$ cat config.mk
export PLATFORM = sky130hd
export DESIGN_NAME = hwint_ctrl
export DESIGN_NICKNAME = d
export VERILOG_FILES = /design/src/rtl/hwint_pkg.sv /design/src/rtl/rise_det.sv /design/src/rtl/hwint_ctrl.sv
export SDC_FILE = /design/constraint.sdc
export NUM_CORES = 1
export LEC_CHECK = 0
export BUFFER_PORTS_ARGS = -buffer_cell sky130_fd_sc_hd__buf_2
export CAP_MARGIN = 10
export CELL_PAD_IN_SITES_DETAIL_PLACEMENT = 1
export CELL_PAD_IN_SITES_GLOBAL_PLACEMENT = 2
export CORE_UTILIZATION = 28
export CTS_BUF_LIST = sky130_fd_sc_hd__clkbuf_4 sky130_fd_sc_hd__clkbuf_8
export CTS_CLUSTER_DIAMETER = 100
export DETAILED_ROUTE_END_ITERATION = 8
export GPL_ROUTABILITY_DRIVEN = 0
export PLACE_DENSITY = 0.89
export SETUP_SLACK_MARGIN = 0.15
export SYNTH_ARGS = -nofsm -noshare
export SYNTH_HDL_FRONTEND = slang
export SYNTH_HIERARCHICAL = 1
export SYNTH_SLANG_ARGS = --single-unit
$ cat constraint.sdc
create_clock -name clk -period 4.85 [get_ports clk]
set_input_delay 0.2425 -clock clk [delete_from_list [all_inputs] [get_ports clk]]
set_output_delay 0.2425 -clock clk [all_outputs]
set_load 0.02 [all_outputs]
$ cat src/rtl/hwint_pkg.sv
// Shared constants for the hardware-event interrupt responder:
// register offsets, counter width and default base address.
package hwint_pkg;

  localparam logic [1:0] PEND_OFS = 2'd0;
  localparam logic [1:0] MASK_OFS = 2'd1;
  localparam logic [1:0] CLR_OFS  = 2'd2;
  localparam logic [1:0] CNT_OFS  = 2'd3;

  localparam int CNT_W = 16;

  localparam logic [31:0] HWINT_BASE = 32'h0000_0800;

endpackage

$ cat src/rtl/rise_det.sv
// Rising-edge detector on W level inputs.
// Ports: clk, rst (async low), lvl in, rise out (one-cycle pulse).
module rise_det #(
  parameter int W = 4
) (
  input  logic         clk,
  input  logic         rst,
  input  logic [W-1:0] lvl,
  output logic [W-1:0] rise
);

  logic [W-1:0] prev;

  // prev resets to ones so levels already high at
  // reset release are not seen as new events
  always_ff @(posedge clk or negedge rst) begin
    if (!rst) prev <= '1;
    else      prev <= lvl;
  end

  assign rise = lvl & ~prev;

endmodule

$ cat src/rtl/hwint_ctrl.sv
// Memory-mapped done-event collector: PEND/MASK/CLEAR/COUNT regs.
// Ports: bus (we, addr, wdata, rdata, sel), done_in, hwint, irq.
module hwint_ctrl
  import hwint_pkg::*;
#(
  parameter int          NSRC      = 4,
  parameter logic [31:0] BASE_ADDR = HWINT_BASE
) (
  input  logic            clk,
  input  logic            rst,
  input  logic            we,
  input  logic [31:0]     addr,
  input  logic [31:0]     wdata,
  output logic [31:0]     rdata,
  output logic            sel,
  input  logic [NSRC-1:0] done_in,
  output logic [NSRC-1:0] hwint,
  output logic            irq
);

  logic [1:0]       idx;
  logic             wr;
  logic [NSRC-1:0]  rise;
  logic [NSRC-1:0]  clr;
  logic [NSRC-1:0]  pend;
  logic [NSRC-1:0]  pend_nxt;
  logic [NSRC-1:0]  mask;
  logic [NSRC-1:0]  mask_nxt;
  logic [CNT_W-1:0] cnt;
  logic [CNT_W-1:0] cnt_base;
  logic [CNT_W-1:0] cnt_nxt;
  logic [CNT_W:0]   cnt_sum;
  logic [4:0]       pc;
  logic             unused;

  assign unused = ^{addr[1:0], wdata[31:NSRC]};

  assign idx = addr[3:2];
  assign sel = (addr[31:4] == BASE_ADDR[31:4]);
  assign wr  = we & sel;

  rise_det #(.W(NSRC)) u_rise (
    .clk  (clk),
    .rst  (rst),
    .lvl  (done_in),
    .rise (rise)
  );

  assign clr = (wr && idx == CLR_OFS) ? wdata[NSRC-1:0] : '0;

  // set after clear: a rise coinciding with W1C survives
  assign pend_nxt = (pend & ~clr) | rise;

  assign mask_nxt = (wr && idx == MASK_OFS) ? wdata[NSRC-1:0]
                                            : mask;

  always_comb begin
    pc = '0;
    for (int i = 0; i < NSRC; i++) begin
      pc = pc + {4'b0, rise[i]};
    end
  end

  assign cnt_base = (wr && idx == CNT_OFS) ? '0 : cnt;
  assign cnt_sum  = {1'b0, cnt_base} + {{(CNT_W-4){1'b0}}, pc};
  assign cnt_nxt  = cnt_sum[CNT_W] ? '1 : cnt_sum[CNT_W-1:0];

  // hwint/irq are registered from next-state values so they
  // track pend & mask without combinational glitches
  always_ff @(posedge clk or negedge rst) begin
    if (!rst) begin
      pend  <= '0;
      mask  <= '0;
      cnt   <= '0;
      hwint <= '0;
      irq   <= 1'b0;
    end else begin
      pend  <= pend_nxt;
      mask  <= mask_nxt;
      cnt   <= cnt_nxt;
      hwint <= pend_nxt & mask_nxt;
      irq   <= |(pend_nxt & mask_nxt);
    end
  end

  always_comb begin
    rdata = '0;
    if (sel) begin
      unique case (idx)
        PEND_OFS: rdata[NSRC-1:0]  = pend;
        MASK_OFS: rdata[NSRC-1:0]  = mask;
        CNT_OFS:  rdata[CNT_W-1:0] = cnt;
        default:  rdata = '0;
      endcase
    end
  end

endmodule

==> out/summary.log, run 1 <==
[logic_synthesis] cell type contributing the most total cell area after synthesis sky130_fd_sc_hd__dfrtp_1
[sta] number of endpoints failing setup at the final stage 0
[sta] achievable frequency 0.291 GHz
[setup_path] worst reg2reg endpoint cnt[5]$_DFF_PN0_
[setup_path] start point of the critical path u_rise/prev[0]$_DFF_PN1_
[finish] non-filler instance count after layout 377
[clock_tree] number of clock sinks 33
[setup_path] type of the worst setup path flop to flop
[grt] gr usage total 14.2%
[logic_synthesis] Mapped Avg Cell Area 9.62 um2
[power] static leakage 1.25 nW
[die] number of cell rows 31
[setup_path] Buf/Inv on CP 1
[grt] initial antenna violation count 0
[logic_synthesis] number of distinct library cells after synthesis 45
[setup_path] Worst path top cell family by delay adder cells
[finish] final net count 352
[finish] antenna cell count 0
[grt] vias in the first global route 1836
[die] Initial Util 28.8%
[job] max-cap check violation count 0
[hold_path] type of the most critical hold path input pin to async pin
[sta] minimum clock period 3.43 ns
[logic_synthesis] Async SR Flop Fraction 100%
[grt] largest net degree at the start of global routing 34
[logic_synthesis] most numerous cell in the Yosys netlist sky130_fd_sc_hd__dfrtp_1
[routing] violation count after the first detailed-routing iteration 47
[die] num ports 109
[sta] Worst Skew 0.00350 ns
[clock_tree] clock transition at the register clock pins on the worst setup and hold paths after CTS 0.06 ns
[finish] Final Core Density 34.6%
[placement] DPL Wire Length 4.06 mm
[placement] count of input and output buffers 62
[sta] setup_tns 0 ns
[sta] count of pins over their slew limit 0
[setup_path] WP depth 10
[routing] routed vias/inst 4.47
[clock_tree] Clock Root Buffer sky130_fd_sc_hd__clkbuf_8
[routing] met3 wire length 206 um
[finish] signed area change from the synthesized netlist to the final layout 20.2%
[clock_tree] maximum clock insertion buffer count 2
[logic_synthesis] Mapped Area 2080 um2
[routing] length of routed wiring on met1 2.13 mm
[logic_synthesis] synthesis warning total 6
[setup_path] data arrival time of the critical path 3.62 ns
[setup_path] CP max-delay cell sky130_fd_sc_hd__dfstp_2
[grt] global-route wire length before repair 8.47 mm
[routing] wirelength, routed 4.99 mm
[clock_tree] number of buffers inserted to repair setup after CTS 0
[setup_path] CP Cell Sequence nor2b_4 -> fa_1 -> inv_1 -> fa_1 -> fa_1 -> nand3b_1 -> or2_2 -> nor2_1 -> nand3_4 -> o21ai_0
[logic_synthesis] Post-Syn Instances 216
[clock_tree] Resized cells post-CTS 0
[logic_synthesis] main area contributors after synthesis sky130_fd_sc_hd__dfrtp_1 (35%), sky130_fd_sc_hd__buf_4 (6.1%), sky130_fd_sc_hd__dfstp_2 (5.1%), sky130_fd_sc_hd__and2_1 (3.9%), sky130_fd_sc_hd__nand2_1 (3.3%)
[routing] overall via count from detail_route 1684
[sta] relative slew slack 25.0%
[sta] minimum hold slack 0.0291 ns
[logic_synthesis] number of flops mapped to enable cells by yosys 0
[setup_path] capturing element of the worst setup path cnt[5]$_DFF_PN0_
[sta] RSZ-0062 raised after global routing false
[logic_synthesis] #FFs+latches synth 33
[sta] share of the clock period used by the worst path after layout 70.7%
[die] Core Area 7210 um2
[clock_tree] insertion delay of the later-clocked pin in the worst-skew pair 0.28 ns
[finish] fill cell count 876
[clock_tree] Hold-fix buffers, CTS 0
[routing] TritonRoute pass-1 iters 4
[setup_path] Critical Path End Type flop
[power] maximum resistive drop on vdd 0.157 mV
[logic_synthesis] sequential cell area fraction in the yosys report 40.0%
[setup_path] Setup crit start kind flop
[logic_synthesis] ys flop type sky130_fd_sc_hd__dfrtp_1
[clock_tree] number of H-tree levels 2
[setup_path] required time of the worst setup path 5.04 ns
[sta] transition time at the pin with the least slew margin 1.12 ns
[setup_path] number of cell instances on the worst register-to-register path 10
[setup_path] FF-to-FF Start u_rise/prev[0]$_DFF_PN1_
[logic_synthesis] synth cell count leaders sky130_fd_sc_hd__dfrtp_1 (29), sky130_fd_sc_hd__nand2_1 (18), sky130_fd_sc_hd__buf_4 (17)
[setup_path] CP max stage delay 0.54 ns
[routing] top layer in use met4
[die] vertical die dimension 88.2 um
[clock_tree] Num CTS Buffers 5
[clock_tree] CTS tree built
[setup_path] highest fanout seen on the critical path 13
[sta] final hold viol count 0
[die] Die Area 7770 um2
[routing] Residual DRC 0
[setup_path] flop2flop setup slack 1.42 ns
[die] die width 88.2 um
[routing] number of nets with antenna violations after detailed routing 0
[placement] Placed Instances 369
[setup_path] most frequent cell on the critical path sky130_fd_sc_hd__fa_1
[finish] share of layout cells above drive strength 1 36.0%
[logic_synthesis] top-area cell type share of the netlist area 34.9%
[grt] overflow left after global routing 0
[routing] DR WL met2 2.63 mm
[outcome] run status completed
[routing] post-detailed-route wirelength per cell 13.2 um
[power] Power Dens Cells 287 nW/um2
sequential cells by signal, indices dropped and copies added (netlist names):
signal	cells
cnt	16
mask	4
irq	1
pend	4
hwint	4
u_rise/prev	4
routing by layer:
metal,GRT usage [%],vias to the layer above
li1,-,828
met1,16.8,811
met2,26.4,41
met3,3.30,4
met4,2.64,0
met5,0,-
logic make-up (layout without fill, tap and decap cells):
group,count (synthesis),after routing,share of synthesized area [%]
XOR/XNOR,10,10,4.21
AO/OA/AOI/OAI,35,35,12.1
flip-flops,33,33,40.0
other,1,16,0.180
buffers and inverters,36,83,10.4
multiplexers,6,6,3.13
adder cells (fa/ha/maj),4,4,3.49
AND/OR/NAND/NOR,91,91,26.5
power by group:
part,total (W),switching [W],internal (W)
Sequential,0.000349,0.0000383,0.000311
Clock,0.000211,0.0000920,0.000119
Combinational,0.000157,0.0000830,0.0000737
Total,0.000717,0.000213,0.000503
per-stage QoR:
step	setup WS, ns	power [W]	area, um2
final	1.42	0.000717	2500
after global routing	1.16	0.000769	2500
after CTS	1.37	0.000730	2500
after detailed placement	1.39	0.000513	2410
after global placement	1.46	0.000504	2410
after floorplan	1.59	0.000468	2130
how the worst min path moves through the flow:
stage | to | slack [ns] | depth (start not counted)
floorplan | cnt[0]$_DFF_PN0_ | -0.05 | 0
global placement | cnt[14]$_DFF_PN0_ | 0.35 | 1
detailed placement | cnt[14]$_DFF_PN0_ | 0.36 | 1
CTS | cnt[14]$_DFF_PN0_ | 0.05 | 1
global route | u_rise/prev[2]$_DFF_PN1_ | 0.06 | 1
finish | cnt[14]$_DFF_PN0_ | 0.03 | 1
area by class of cell:
cell class / instances / area, um2 / share of cell area, %
repair buffers: 62 / 310 / 12.4
flip-flops and latches: 33 / 831 / 33.2
multi-input cells: 162 / 1090 / 43.8
clock buffers: 8 / 91.3 / 3.66
well taps: 99 / 124 / 4.96
inverters: 13 / 48.8 / 1.95
placed cells by master, fill, tap and decap left out, types with 5 or more instances in the layout:
master                     instances
sky130_fd_sc_hd__buf_2            62
sky130_fd_sc_hd__dfrtp_1          29
sky130_fd_sc_hd__nand2_1          18
sky130_fd_sc_hd__nor2_1           16
sky130_fd_sc_hd__conb_1           16
sky130_fd_sc_hd__inv_1            13
sky130_fd_sc_hd__and2_1           13
sky130_fd_sc_hd__o21ai_0           8
sky130_fd_sc_hd__nor3_1            7
sky130_fd_sc_hd__o21ai_2           7
sky130_fd_sc_hd__xor2_1            6
sky130_fd_sc_hd__and3_1            5
sky130_fd_sc_hd__clkbuf_8          5
(Power assumes the default switching activity.)
==> run 2, diff against run 1 <==
--- a/config.mk
+++ b/config.mk
@@ -9,12 +9,12 @@
 export CAP_MARGIN = 10
 export CELL_PAD_IN_SITES_DETAIL_PLACEMENT = 1
 export CELL_PAD_IN_SITES_GLOBAL_PLACEMENT = 2
-export CORE_UTILIZATION = 28
+export CORE_UTILIZATION = 26
 export CTS_BUF_LIST = sky130_fd_sc_hd__clkbuf_4 sky130_fd_sc_hd__clkbuf_8
 export CTS_CLUSTER_DIAMETER = 100
 export DETAILED_ROUTE_END_ITERATION = 8
 export GPL_ROUTABILITY_DRIVEN = 0
-export PLACE_DENSITY = 0.89
+export PLACE_DENSITY = 0.84
 export SETUP_SLACK_MARGIN = 0.15
 export SYNTH_ARGS = -nofsm -noshare
 export SYNTH_HDL_FRONTEND = slang
==> constraint.sdc (replaced) <==
create_clock -name clk -period 3.55 [get_ports clk]
set_input_delay 0.1775 -clock clk [delete_from_list [all_inputs] [get_ports clk]]
set_output_delay 0.1775 -clock clk [all_outputs]
set_load 0.02 [all_outputs]
==> out/summary.log, run 2 (synthesis gave the netlist of run 1 again) <==
[sta] number of endpoints failing setup at the final stage 0 [unchanged]
[power] power share of the clock group 30.6% [+1.2 points]
[setup_path] Setup crit start kind flop
[power] static leakage 1.31 nW [+4.5%]
[routing] routed vias/inst 4.47 [+0.11%]
[sta] minimum clock period 3.22 ns [-0.214 ns]
[routing] violation count after the first detailed-routing iteration 23 [-51%]
[power] Net Switching 0.000305 W [+43%]
[clock_tree] number of H-tree levels 2 [unchanged]
[routing] wirelength, routed 5.16 mm [+3.3%]
[job] max-cap check violation count 0 [unchanged]
[finish] signed area change from the synthesized netlist to the final layout 26.1%
[hold_path] type of the most critical hold path input pin to flop
[setup_path] Critical Path End Type flop
[setup_path] number of cell instances on the worst register-to-register path 9 [-1]
[setup_path] type of the worst setup path flop to flop
[routing] post-detailed-route wirelength per cell 13.2 um [-0.63%]
[sta] count of pins over their slew limit 0 [unchanged]
[power] combinational power share 22.1% [+0.2 points]
[hold_path] WHS Path Cells 3
[grt] gr usage total 13.4% [-0.82 points]
[clock_tree] maximum clock insertion buffer count 2 [unchanged]
[setup_path] flop2flop setup slack 0.33 ns [-1.09 ns]
[finish] most frequent standard cell in the layout excluding fill and tap cells sky130_fd_sc_hd__buf_2
[power] cell-internal power 0.000705 W [+40%]
[die] vertical die dimension 91.4 um [+3.7%]
[routing] overall via count from detail_route 1753 [+4.1%]
[die] Die Area 8350 um2 [+7.5%]
[clock_tree] clock transition at the register clock pins on the worst setup and hold paths after CTS 0.07 ns [about the same]
[power] Sw Share 30.2% [+0.42 points]
[grt] global-route wire length before repair 8.72 mm [+2.9%]
[finish] Final Core Density 33.9% [-0.71 points]
[grt] initial antenna violation count 0 [unchanged]
[setup_path] data arrival time of the critical path 3.40 ns [-0.22 ns]
[sta] relative slew slack 48.3% [+23 points]
[setup_path] highest fanout seen on the critical path 6 [-7]
[sta] worst-case setup margin in the final layout 0.332 ns [-1.09 ns]
[sta] final hold viol count 0 [unchanged]
[hold_path] Hold Crit Start wdata[2]
[placement] Placed Instances 374 [+1.4%]
[die] Initial Util 26.9% [-1.9 points]
[outcome] run status completed
[finish] share of layout cells above drive strength 1 37.2% [+1.3 points]
[die] die width 91.4 um [+3.7%]
[power] maximum resistive drop on vdd 0.201 mV [+28%]
[clock_tree] insertion delay of the later-clocked pin in the worst-skew pair 0.29 ns [about the same]
[grt] vias in the first global route 1764 [-3.9%]
[clock_tree] number of clock sinks 33 [unchanged]
[setup_path] worst reg2reg endpoint cnt[12]$_DFF_PN0_
[sta] setup_tns 0 ns [unchanged]
[grt] overflow left after global routing 0 [unchanged]
[finish] top register by number of flip-flops cnt
[placement] count of input and output buffers 62 [unchanged]
[sta] RSZ-0062 raised after global routing false
[sta] achievable frequency 0.311 GHz [+6.6%]
[routing] TritonRoute pass-1 iters 4 [unchanged]
[sta] transition time at the pin with the least slew margin 0.776 ns [-0.343 ns]
[finish] antenna cell count 0 [unchanged]
[placement] post-place setup slack 0.0872 ns [-1.31 ns]
[finish] final net count 364 [+3.4%]
[setup_path] FF-to-FF Start u_rise/prev[0]$_DFF_PN1_
[die] number of cell rows 32 [+3.2%]
[power] part of the power in registers 47.2% [-1.5 points]
[die] num ports 109 [unchanged]
[die] Core Area 7730 um2 [+7.1%]
[routing] number of nets with antenna violations after detailed routing 0 [unchanged]
[finish] highest-count cells in the layout ignoring fill and taps sky130_fd_sc_hd__buf_2 (62), sky130_fd_sc_hd__dfrtp_1 (29), sky130_fd_sc_hd__nand2_1 (18)
[finish] non-filler instance count after layout 392 [+4.0%]
[power] Power Dens Cells 385 nW/um2 [+34%]
[sta] Worst Skew 0.00785 ns [+0.00434 ns]
[hold_path] capture endpoint of the worst hold path mask[2]$_DFF_PN0_
[clock_tree] Num CTS Buffers 5 [unchanged]
[setup_path] required time of the worst setup path 3.73 ns [-1.31 ns]
[finish] max reg flops 16 [unchanged]
[clock_tree] CTS tree built
[grt] largest net degree at the start of global routing 34 [unchanged]
[clock_tree] Clock Root Buffer sky130_fd_sc_hd__clkbuf_8
[routing] Residual DRC 0 [unchanged]
[placement] DPL Wire Length 4.04 mm [-0.61%]
[sta] share of the clock period used by the worst path after layout 90.6% [+20 points]
run 2: per-stage QoR:
stage               power, W  area, um2  hold slack (ns)
floorplan           0.000639       2130           -0.118
global placement    0.000689       2430            0.284
detailed placement  0.000702       2430            0.296
CTS                  0.00102       2580            0.194
global route         0.00108       2620            0.217
finish               0.00101       2620            0.192
run 2: layout make-up:
type | instances | area [um2]
Tap cell | 102 | 128
Sequential cell | 33 | 831
Clock buffer | 8 | 97.6
Fill cell | 939 | 5110
Inverter | 13 | 48.8
Multi-Input combinational cell | 162 | 1100
Timing Repair Buffer | 74 | 413
run 2: worst max-delay path: stages, from the launching register on:
cell and delay (ns):
sky130_fd_sc_hd__dfstp_2 0.54, sky130_fd_sc_hd__nor2b_4 0.05, sky130_fd_sc_hd__fa_1 0.52, sky130_fd_sc_hd__inv_1 0.05, sky130_fd_sc_hd__fa_1 0.43, sky130_fd_sc_hd__fa_1 0.43
sky130_fd_sc_hd__nand3b_1 0.20, sky130_fd_sc_hd__or2_4 0.31, sky130_fd_sc_hd__or3_1 0.37, sky130_fd_sc_hd__o211a_1 0.21
run 2: worst max-delay path by stage:
stage / start / to / slack [ns]
finish: u_rise/prev[0]$_DFF_PN1_ / cnt[12]$_DFF_PN0_ / 0.33
global route: u_rise/prev[0]$_DFF_PN1_ / cnt[12]$_DFF_PN0_ / 0.21
CTS: u_rise/prev[0]$_DFF_PN1_ / cnt[3]$_DFF_PN0_ / 0.15
detailed placement: u_rise/prev[0]$_DFF_PN1_ / cnt[5]$_DFF_PN0_ / 0.09
global placement: u_rise/prev[0]$_DFF_PN1_ / cnt[5]$_DFF_PN0_ / 0.15
floorplan: u_rise/prev[0]$_DFF_PN1_ / cnt[12]$_DFF_PN0_ / 0.29
run 2: power by group through the flow:
stage | logic (W) | registers, W | clock network (W)
2_1_floorplan | 0.000172 | 0.000467 | 0
4_1_cts | 0.000225 | 0.000477 | 0.000321
6_report | 0.000224 | 0.000477 | 0.000309
3_5_place_dp | 0.000218 | 0.000484 | 0
5_1_grt | 0.000257 | 0.000484 | 0.000335
3_3_place_gp | 0.000209 | 0.000480 | 0
run 2: routing by layer:
layer  global-route usage (%)  vias to the layer above  part of all wire [%]
li1                         -                      850                     -
met1                     16.2                      852                    44
met2                     23.4                       42                    51
met3                     2.68                        9                   3.7
met4                     4.89                        0                   1.4
met5                        0                        -                     0
run 2: what timing repair did:
item / in CTS / in global routing
hold buffers: 5 / 0
buffers inserted: 0 / 5
gates resized for setup: 1 / 2
hold endpoints to repair: 33 / 0
setup endpoints to repair: 11 / 14
pin swaps: 0 / 1
